File: src/rtl/pipe_in_driver.sv
// ---------------------------------------------------------------------------
// pipe_in_driver
//
// Generates test-pattern blocks for a downstream sink. A run begins with a
// start pulse. For each block the driver waits for the sink to declare that
// it can take a whole block. It then pulses block_strobe and streams
// BLOCK_LEN words. A rotating 32-bit throttle pattern gates individual
// write cycles. Words come either from a 32-bit LFSR (low half shown) or
// from a 16-bit counter.
//
// Optional feature macro: PIPE_IN_DRIVER_STATS_EN
//   defined   -> words_sent is a saturating count of writes since start
//   undefined -> words_sent is tied to zero
//
// Parameters
//   BLOCK_LEN     words per block (power of 2, 2..1024)
//
// Ports
//   clk           rising-edge clock
//   reset_n       asynchronous active-low reset
//   start         one-cycle pulse that begins a run (ignored while busy)
//   stop          abort, back to IDLE at the next edge
//   mode          data source: 0 = LFSR, 1 = counter (sampled on start)
//   block_count   blocks per run, 0 = continuous (sampled on start)
//   throttle_set  load throttle_val into the throttle register
//   throttle_val  write-enable pattern, bit 0 gates the current cycle
//   sink_ready    sink can accept a full block (sampled only in WAIT_RDY)
//   write         data valid and consumed this cycle
//   data          payload word, meaningful when write = 1
//   block_strobe  one-cycle pulse just before each block's first XFER cycle
//   busy          high in every state except IDLE
//   done          one-cycle pulse after the final block of a run
//   words_sent    words written since start (see macro above)
// ---------------------------------------------------------------------------
module pipe_in_driver #(
  parameter int BLOCK_LEN = 256
) (
  input  logic        clk,
  input  logic        reset_n,
  input  logic        start,
  input  logic        stop,
  input  logic        mode,
  input  logic [15:0] block_count,
  input  logic        throttle_set,
  input  logic [31:0] throttle_val,
  input  logic        sink_ready,
  output logic        write,
  output logic [15:0] data,
  output logic        block_strobe,
  output logic        busy,
  output logic        done,
  output logic [31:0] words_sent
);

  localparam int          CW   = (BLOCK_LEN > 1) ? $clog2(BLOCK_LEN) : 1;
  localparam logic [31:0] SEED = 32'h0D0C_0B0A;

  typedef enum logic [2:0] {
    IDLE     = 3'd0,
    WAIT_RDY = 3'd1,
    STROBE   = 3'd2,
    XFER     = 3'd3,
    DONE     = 3'd4
  } state_t;

  state_t        state, state_n;
  logic [31:0]   throttle, throttle_n;
  logic [31:0]   lfsr, lfsr_n;
  logic [15:0]   cnt, cnt_n;
  logic [15:0]   blocks_left, blocks_left_n;
  logic [CW-1:0] word_cnt, word_cnt_n;
  logic          src_mode, src_mode_n;
  logic          continuous, continuous_n;
  logic          write_n, strobe_n, busy_n, done_n;
  logic [15:0]   data_n;
  logic          start_ok;
  logic          block_end;

  // Next-state and next-output logic. Every output register is loaded from
  // the value that the corresponding state-derived expression will have after
  // the edge. This keeps all outputs registered but lets them line up with the
  // state they describe.
  // The write register therefore always equals (state == XFER && throttle[0]).
  // The logic below relies on that: it uses "write" as "a word is being
  // consumed this cycle".
  always_comb begin
    state_n       = state;
    throttle_n    = throttle;
    lfsr_n        = lfsr;
    cnt_n         = cnt;
    blocks_left_n = blocks_left;
    word_cnt_n    = word_cnt;
    src_mode_n    = src_mode;
    continuous_n  = continuous;
    data_n        = data;

    start_ok  = (state == IDLE) && start && !stop;
    block_end = write && (word_cnt == CW'(BLOCK_LEN - 1));

    case (state)
      IDLE: begin
        if (start) begin
          state_n       = WAIT_RDY;
          blocks_left_n = block_count;
          continuous_n  = (block_count == 16'd0);
          src_mode_n    = mode;
          lfsr_n        = SEED;
          cnt_n         = 16'd1;
          word_cnt_n    = '0;
        end
      end
      WAIT_RDY: begin
        if (sink_ready) begin
          state_n = STROBE;
        end
      end
      STROBE: begin
        state_n = XFER;
      end
      XFER: begin
        if (block_end) begin
          blocks_left_n = blocks_left - 16'd1;
          if (!continuous && (blocks_left == 16'd1)) begin
            state_n = DONE;
          end else begin
            state_n = WAIT_RDY;
          end
        end
      end
      DONE: begin
        state_n = IDLE;
      end
      default: begin
        state_n = IDLE;
      end
    endcase

    // The source and per-block word count advance only on consumed words.
    // word_cnt wraps back to zero at the end of a block because BLOCK_LEN is
    // a power of two.
    if (write) begin
      word_cnt_n = word_cnt + 1'b1;
      if (src_mode) begin
        cnt_n = cnt + 16'd1;
      end else begin
        lfsr_n = {lfsr[30:0], lfsr[31] ^ lfsr[21] ^ lfsr[1] ^ lfsr[0]};
      end
    end

    // Rotation runs on every XFER cycle. A software load overrides it.
    if (state == XFER) begin
      throttle_n = {throttle[0], throttle[31:1]};
    end
    if (throttle_set) begin
      throttle_n = throttle_val;
    end

    if (stop) begin
      state_n = IDLE;
    end

    write_n  = (state_n == XFER) && throttle_n[0];
    strobe_n = (state_n == STROBE);
    busy_n   = (state_n != IDLE);
    done_n   = (state_n == DONE);

    // data shows the word being consumed and holds otherwise.
    if (write_n) begin
      data_n = src_mode_n ? cnt_n : lfsr_n[15:0];
    end
  end

  // State, datapath and registered outputs.
  always_ff @(posedge clk or negedge reset_n) begin
    if (!reset_n) begin
      state        <= IDLE;
      throttle     <= 32'hFFFF_FFFF;
      lfsr         <= SEED;
      cnt          <= '0;
      blocks_left  <= '0;
      word_cnt     <= '0;
      src_mode     <= 1'b0;
      continuous   <= 1'b0;
      write        <= 1'b0;
      data         <= '0;
      block_strobe <= 1'b0;
      busy         <= 1'b0;
      done         <= 1'b0;
    end else begin
      state        <= state_n;
      throttle     <= throttle_n;
      lfsr         <= lfsr_n;
      cnt          <= cnt_n;
      blocks_left  <= blocks_left_n;
      word_cnt     <= word_cnt_n;
      src_mode     <= src_mode_n;
      continuous   <= continuous_n;
      write        <= write_n;
      data         <= data_n;
      block_strobe <= strobe_n;
      busy         <= busy_n;
      done         <= done_n;
    end
  end

`ifdef PIPE_IN_DRIVER_STATS_EN
  logic [31:0] words_cnt;

  // Saturating count of consumed words, restarted by an accepted start.
  always_ff @(posedge clk or negedge reset_n) begin
    if (!reset_n) begin
      words_cnt <= '0;
    end else if (start_ok) begin
      words_cnt <= '0;
    end else if (write && (words_cnt != 32'hFFFF_FFFF)) begin
      words_cnt <= words_cnt + 32'd1;
    end
  end

  assign words_sent = words_cnt;
`else
  logic unused_start_ok;
  assign unused_start_ok = start_ok;
  assign words_sent      = '0;
`endif

endmodule

File: config.mk
export PLATFORM = sky130hd
export DESIGN_NAME = pipe_in_driver
export DESIGN_NICKNAME = d
export VERILOG_FILES = /design/src/rtl/pipe_in_driver.sv
export SDC_FILE = /design/constraint.sdc
export NUM_CORES = 1
export LEC_CHECK = 0
export CAP_MARGIN = 20
export CELL_PAD_IN_SITES_DETAIL_PLACEMENT = 1
export CELL_PAD_IN_SITES_GLOBAL_PLACEMENT = 1
export CORE_MARGIN = 10
export CORE_UTILIZATION = 43
export CTS_BUF_LIST = sky130_fd_sc_hd__clkbuf_4 sky130_fd_sc_hd__clkbuf_8
export DETAILED_ROUTE_END_ITERATION = 10
export GPL_ROUTABILITY_DRIVEN = 0
export GPL_TIMING_DRIVEN = 0
export PLACE_DENSITY = 0.81
export SLEW_MARGIN = 20
export SYNTH_ARGS = -nofsm -noshare
export SYNTH_HDL_FRONTEND = slang
export SYNTH_SLANG_ARGS = --single-unit
File: constraint.sdc
create_clock -name clk -period 2.44 [get_ports clk]
set_clock_uncertainty 0.05 [all_clocks]
set_input_delay 0.366 -clock clk [delete_from_list [all_inputs] [get_ports clk]]
set_output_delay 0.366 -clock clk [all_outputs]
set_load 0.005 [all_outputs]
==> run_results.csv, run 1 <==
group,metric,value,unit
global_routing,grt_busiest_layer,"met2",
clocking,cts_buffer_depth,2,
floorplanning,initial_core_util,44.2,%
routing,routedWlPerCell,17.9,um
placed_design,dp.cells,956,
routing,ant_nets,0,
timing,fin_crit_sh,95.8,%
global_routing,grt_max_degree,82,
global_routing,met2_usage,30.4,%
status,status,"complete, no violations",
power_and_ir_drop,p_leak,3.87,nW
critical_path,required,2.72,ns
global_routing,globalRouteMet1Util,21.4,%
layout,drive_gt1_share,21.2,%
timing,finalSetupViolCount,0,
synth,synth-seq-area-share,50.7,%
routing,vias_per_cell,5.34,
critical_path,arrival,2.62,ns
layout,post-route-util,55.2,%
routing,vias,5311,
global_routing,grt_pass1_vias,5821,
timing,slew_headroom,53.9,%
placed_design,port_buffers,73,
routing,drtIter0Drc,364,
placed_design,hpwl,12.7,mm
global_routing,grt_usage,17.7,%
global_routing,met3_usage,3.95,%
critical_path,timing.rr.end,"data[2]$_DFFE_PN0P_",
floorplanning,die_area,20300,um2
timing,drv_slew,0,
layout,synthToLayoutAreaGrowth,24.9,%
synth,avgSynthCellArea,9.69,um2
clocking,ctsHtreeMaxLevel,4,
layout,stdcell_count,995,
critical_path,rr_worst_depth,8,
timing,worst_pin_slew,0.691,ns
critical_path,r2r_start,"state[1]$_DFF_PN0_",
placed_design,placed_area,7580,um2
floorplanning,core_area,14600,um2
timing,fin_tns_setup,0,ns
routing,firstDrtPassIters,4,
clocking,cts_buffers,17,
clocking,clk_pin_slew,0.07,ns
critical_path,crit_path_start,"state[1]$_DFF_PN0_",
floorplanning,io_pins,107,
routing,totalWireLength,17.8,mm
synth,synth_warnings,0,
clocking,clock_latency,0.45,ns
layout,final_common_cell,"nand2_1",
global_routing,antenna_found_initial,0,
synth,synth_ff_type,"dfrtp_1",
layout,final_cell_mix,"nand2_1 (133), dfrtp_1 (86), clkdlybuf4s50_1 (72)",
power_and_ir_drop,peakVddDrop,0.343,mV
timing,fin_crit,2.34,ns
run,max-cap-violations,0,
critical_path,rrSetupSlack,0.10,ns
critical_path,critPathCaptureType,"flop",
global_routing,overflow,0,
clocking,clock_sinks,129,
floorplanning,die_x,143,um
power_and_ir_drop,powerDensity,641,nW/um2
clocking,cts-root-buf,"clkbuf_8",
synth,ys_ff_latch,129,
synth,synth_edf_count,0,
floorplanning,chipHeight,143,um
critical_path,cp-start-kind,"flop",
worst_hold_path,hold_path.class,"input pin to flop",
synth,netlist_area,6470,um2
timing,max_freq,428,MHz
critical_path,path_class,"flop to flop",
power_and_ir_drop,power,5.18,mW
synth,yosysUniqueCellTypes,62,
floorplanning,fp-row-count,44,
synth,async_flop_share,100,%
layout,n_antenna_cell,0,
routing,drc_errors,0,
global_routing,grt_pass1_wl,29.2,mm
clocking,cts_tree,"yes",
layout,nets,857,
critical_path,endpoint,"data[2]$_DFFE_PN0P_",
layout,fin_area,8080,um2
synth,synthesis.instances,667,
timing,finalHoldViolations,0,
critical_path,cp_max_fo,9,
through the flow:
| step | hold slack, ns | worst slack, ns |
|---|---|---|
| 2_1_floorplan | 0.0204 | 0.198 |
| 3_3_place_gp | 0.392 | -4.05 |
| 3_5_place_dp | 0.253 | -0.517 |
| 4_1_cts | 0.290 | 0.00637 |
| 5_1_grt | 0.339 | -0.00700 |
| 6_report | 0.294 | 0.103 |
how the worst min path moves through the flow:
stage          depth (start not counted)               start                       to
5_1_grt                                3        throttle_set    throttle[0]$_DFF_PN1_
6_report                               3        throttle_set    throttle[0]$_DFF_PN1_
3_3_place_gp                           2  lfsr[18]$_DFF_PN1_       lfsr[19]$_DFF_PN1_
2_1_floorplan                          0             reset_n   block_strobe$_DFF_PN0_
3_5_place_dp                           1             reset_n      data[4]$_DFFE_PN0P_
4_1_cts                                2        throttle_set  throttle[6]$_DFFE_PN1P_
per-layer routing:
metal  up-vias  part of all wire [%]
li1       2500                     -
met1      2665                    44
met2       123                    50
met3        23                   4.6
met4         0                   1.6
met5         -                     0
final cells by class:
| class | instances | area (um2) |
|---|---|---|
| Tap cell | 184 | 230 |
| Inverter | 13 | 48.8 |
| Multi-Input combinational cell | 487 | 2900 |
| Sequential cell | 129 | 3280 |
| Clock buffer | 26 | 333 |
| Clock inverter | 6 | 28.8 |
| Buffer | 68 | 420 |
| Fill cell | 1660 | 6570 |
| Timing Repair Buffer | 82 | 830 |
state kept, by name (all words and copies together), names as in the netlist, 3 cells and up:
name and count:
lfsr 32, throttle 32, blocks_left 16, cnt 16, data 16, word_cnt 8, state 3
synthesized netlist by cell type (2+ instances only):
cell      number  area share (%)
a21o_1         2            0.23
a21oi_1       19             1.5
a22oi_1        3            0.35
a31oi_1        4            0.39
buf_1          5            0.29
buf_2          7            0.54
buf_4         33             3.8
clkbuf_1      22             1.3
dfrtp_1       87              34
dfstp_2       42              17
ha_1           4            0.77
inv_1         12            0.70
mux2_1         3            0.52
mux2_2        17             3.0
mux2i_1       53             8.2
nand2_1      134             7.8
nand2b_1       2            0.19
nand3_1       36             2.8
nand4_1        6            0.58
nor2_1        31             1.8
nor2b_1        4            0.39
nor3_1        13             1.0
nor3b_1        2            0.23
nor4_1         5            0.48
o211ai_1       2            0.23
o21ai_0       65             5.0
o21ai_1        4            0.31
o221ai_1       2            0.27
o22ai_1        4            0.39
o31ai_1        4            0.46
or2_2          2            0.19
or3_1          3            0.29
or3_4          3            0.52
xnor2_1        4            0.54
timing repair:
item,in CTS,in global routing
hold endpoints to repair,31,0
pin swaps,1,3
endpoints found under the setup margin,21,34
buffers inserted,2,5
hold buffers,1,0
resized for setup,4,26
where the power goes:
group,internal [mW],switching (mW)
Clock,0.871,0.816
Sequential,2.39,0.148
Combinational,0.484,0.474
Total,3.74,1.44
logic make-up (layout without fill, tap and decap cells):
family,after synthesis,in the layout,synth area share [%]
AOI/OAI and AO/OA,120,120,10.6
xor gates and xnor gates,5,5,0.677
adders and majority gates,4,4,0.774
buffers and inverters,82,195,7.10
DFF,129,129,50.7
muxes,73,73,11.7
other,1,32,0.0580
and+or+nand+nor,253,253,18.4
critical path: stages (launching register included):
cell	delay [ns]
dfrtp_1	0.35
buf_2	0.17
or4b_1	0.51
clkbuf_4	0.21
nand2_4	0.10
o21ai_1	0.09
a21o_1	0.20
mux2_2	0.27
mux2_2	0.26
Note: power is estimated with default switching activity, not from simulation.
==> run 2, diff against run 1 <==
--- a/config.mk
+++ b/config.mk
@@ -5,7 +5,7 @@
 export SDC_FILE = /design/constraint.sdc
 export NUM_CORES = 1
 export LEC_CHECK = 0
-export CAP_MARGIN = 20
+export CAP_MARGIN = 30
 export CELL_PAD_IN_SITES_DETAIL_PLACEMENT = 1
 export CELL_PAD_IN_SITES_GLOBAL_PLACEMENT = 1
 export CORE_MARGIN = 10
==> results of run 2 <==
Same layout as run 1: the final DEF is identical, and so are final timing and power.
==> run 3, diff against run 2 <==
--- a/config.mk
+++ b/config.mk
@@ -6,8 +6,9 @@
 export NUM_CORES = 1
 export LEC_CHECK = 0
 export CAP_MARGIN = 30
-export CELL_PAD_IN_SITES_DETAIL_PLACEMENT = 1
+export CELL_PAD_IN_SITES_DETAIL_PLACEMENT = 0
 export CELL_PAD_IN_SITES_GLOBAL_PLACEMENT = 1
+export CORE_ASPECT_RATIO = 1.25
 export CORE_MARGIN = 10
 export CORE_UTILIZATION = 43
 export CTS_BUF_LIST = sky130_fd_sc_hd__clkbuf_4 sky130_fd_sc_hd__clkbuf_8
==> constraint.sdc (replaced) <==
create_clock -name clk -period 2.35 [get_ports clk]
set_clock_uncertainty 0.05 [all_clocks]
set_input_delay 0.3525 -clock clk [delete_from_list [all_inputs] [get_ports clk]]
set_output_delay 0.3525 -clock clk [all_outputs]
set_load 0.005 [all_outputs]
==> run 3 against run 2 <==
Net effect:
- die area rose by 0.15%
- register-to-register slack got worse by 0.04 ns
- utilization is 0.39 points higher
- worst hold slack improved by 0.039 ns
- count of clock-buffer cells in the layout down 9
- cell count up 1.1%
- first-iteration DRC count is 15% lower
==> run_results.csv, run 3 (synthesis results as in run 1) <==
group,metric,value,unit
status,status,"complete, no violations",
global_routing,grt_pass1_wl,25.2,mm
timing,worst_pin_slew,0.686,ns
placed_design,dp.cells,954,
routing,vias,5168,
floorplanning,initial_core_util,43.4,%
clocking,ctsHtreeMaxLevel,4,
global_routing,overflow,0,
global_routing,grt_max_degree,89,
power_and_ir_drop,power,5.61,mW
critical_path,r2r_start,"write$_DFF_PN0_",
clocking,cts_buffers,17,
power_and_ir_drop,powerDensity,678,nW/um2
routing,totalWireLength,15.5,mm
timing,finalHoldViolations,0,
global_routing,grt_pass1_vias,5193,
layout,n_antenna_cell,0,
critical_path,path_class,"flop to flop",
routing,routedWlPerCell,15.4,um
critical_path,critPathCaptureType,"flop",
critical_path,timing.rr.end,"data[15]$_DFFE_PN0P_",
layout,regArea,3280,um2
layout,fill_cells,1349,
power_and_ir_drop,internal_power,4.06,mW
timing,finalSetupViolCount,0,
critical_path,rr_worst_depth,8,
power_and_ir_drop,power.switching,1.54,mW
timing,slew_headroom,54.3,%
clocking,cts_buffer_depth,2,
placed_design,port_buffers,73,
floorplanning,die_area,20400,um2
floorplanning,chipHeight,157,um
power_and_ir_drop,comb_power_share,17.6,%
clocking,clk_pin_slew,0.08,ns
placed_design,hpwl,11.0,mm
routing,drc_errors,0,
timing,max_freq,438,MHz
critical_path,cp_max_fo,10,
timing,drv_slew,0,
power_and_ir_drop,p_seq_share,46.8,%
critical_path,required,2.63,ns
timing,rsz0062_at_grt,"true",
floorplanning,core_area,14900,um2
clocking,clock_latency,0.44,ns
critical_path,cp-start-kind,"flop",
layout,stdcell_count,1006,
power_and_ir_drop,peakVddDrop,0.351,mV
critical_path,arrival,2.56,ns
floorplanning,io_pins,107,
routing,vias_per_cell,5.14,
timing,setup_slack,0.0676,ns
global_routing,grt_usage,15.3,%
power_and_ir_drop,clkPwrFrac,35.6,%
routing,ant_nets,0,
routing,firstDrtPassIters,5,
layout,nets,870,
timing,fin_crit_sh,97.1,%
floorplanning,die_x,130,um
power_and_ir_drop,p_sw_share,27.6,%
layout,top_regs,"lfsr (32), throttle (32)",
layout,final_cell_mix,"nand2_1 (133), dfrtp_1 (84), clkdlybuf4s50_1 (72)",
clocking,clock_sinks,129,
worst_hold_path,hold_path.class,"input pin to async pin",
timing,fin_crit,2.28,ns
clocking,cts-root-buf,"clkbuf_8",
floorplanning,fp-row-count,50,
layout,synthToLayoutAreaGrowth,27.9,%
global_routing,antenna_found_initial,0,
routing,drtIter0Drc,308,
layout,drive_gt1_share,22.8,%
placed_design,dpl_worst_slack,-0.543,ns
clocking,cts_tree,"yes",
run,max-cap-violations,0,
layout,multi_input_area,2920,um2
timing,fin_tns_setup,0,ns
timing,whs,0.333,ns
critical_path,rrSetupSlack,0.07,ns
power_and_ir_drop,p_leak,3.93,nW
layout,final_common_cell,"nand2_1",
[run 3: worst max path at each step]
stage | from | end | slack (ns) | cells past startpoint
detailed placement | start | data[15]$_DFFE_PN0P_ | -0.54 | 7
CTS | state[0]$_DFF_PN0_ | blocks_left[8]$_DFFE_PN0P_ | -0.006 | 8
floorplan | write$_DFF_PN0_ | data[13]$_DFFE_PN0P_ | 0.11 | 8
global placement | reset_n | data[14]$_DFFE_PN0P_ | -4.09 | 1
finish | write$_DFF_PN0_ | data[15]$_DFFE_PN0P_ | 0.07 | 8
global route | write$_DFF_PN0_ | data[15]$_DFFE_PN0P_ | -0.05 | 8
[run 3: repair_timing]
| action | CTS | global route |
|---|---|---|
| buffers inserted | 2 | 17 |
| setup endpoints to repair | 35 | 33 |
| pin swaps | 2 | 5 |
| gates resized for setup | 8 | 29 |
| hold buffers | 1 | 0 |
| endpoints found under the hold margin | 34 | 0 |
[run 3: power by group through the flow]
stage	Combinational (mW)	Clock (mW)	Sequential (mW)
floorplan	0.505	0	2.63
global placement	0.909	0	2.65
detailed placement	0.932	0	2.66
CTS	0.949	2.04	2.62
global route	1.09	2.14	2.66
finish	0.986	1.99	2.63
[run 3: worst max-delay path: stages (launching register included)]
cell and delay (ns):
dfrtp_1 0.38, buf_6 0.15, nand4_1 0.12, or3_4 0.43, nor4_4 0.28, o21ai_2 0.14
nand3_4 0.14, buf_12 0.15, mux2_1 0.33
[run 3: area by class of cell]
| class | count | area share, % |
|---|---|---|
| plain buffers | 69 | 5.40 |
| clock buffers | 17 | 2.83 |
| clock inverters | 15 | 2.22 |
| inverters | 13 | 0.590 |
| multi-input cells | 487 | 35.4 |
| flip-flops and latches | 129 | 39.7 |
| well taps | 182 | 2.75 |
| repair buffers | 94 | 11.1 |
[run 3: per-layer routing]
layer  vias up  global-route usage, %  wire (um)
met3        15                   4.64        983
met2       149                   24.7       7580
met1      2470                   18.9       6690
li1       2534                      -          -
met4         0                   5.36        201
met5         -                      0          0
[run 3: stage by stage]
stage | instance area [um2] | util (%)
4_1_cts | 8040 | 54.0
3_5_place_dp | 7570 | 50.9
5_1_grt | 8270 | 55.5
2_1_floorplan | 6580 | -
6_report | 8270 | 55.5
3_3_place_gp | 7540 | 50.6
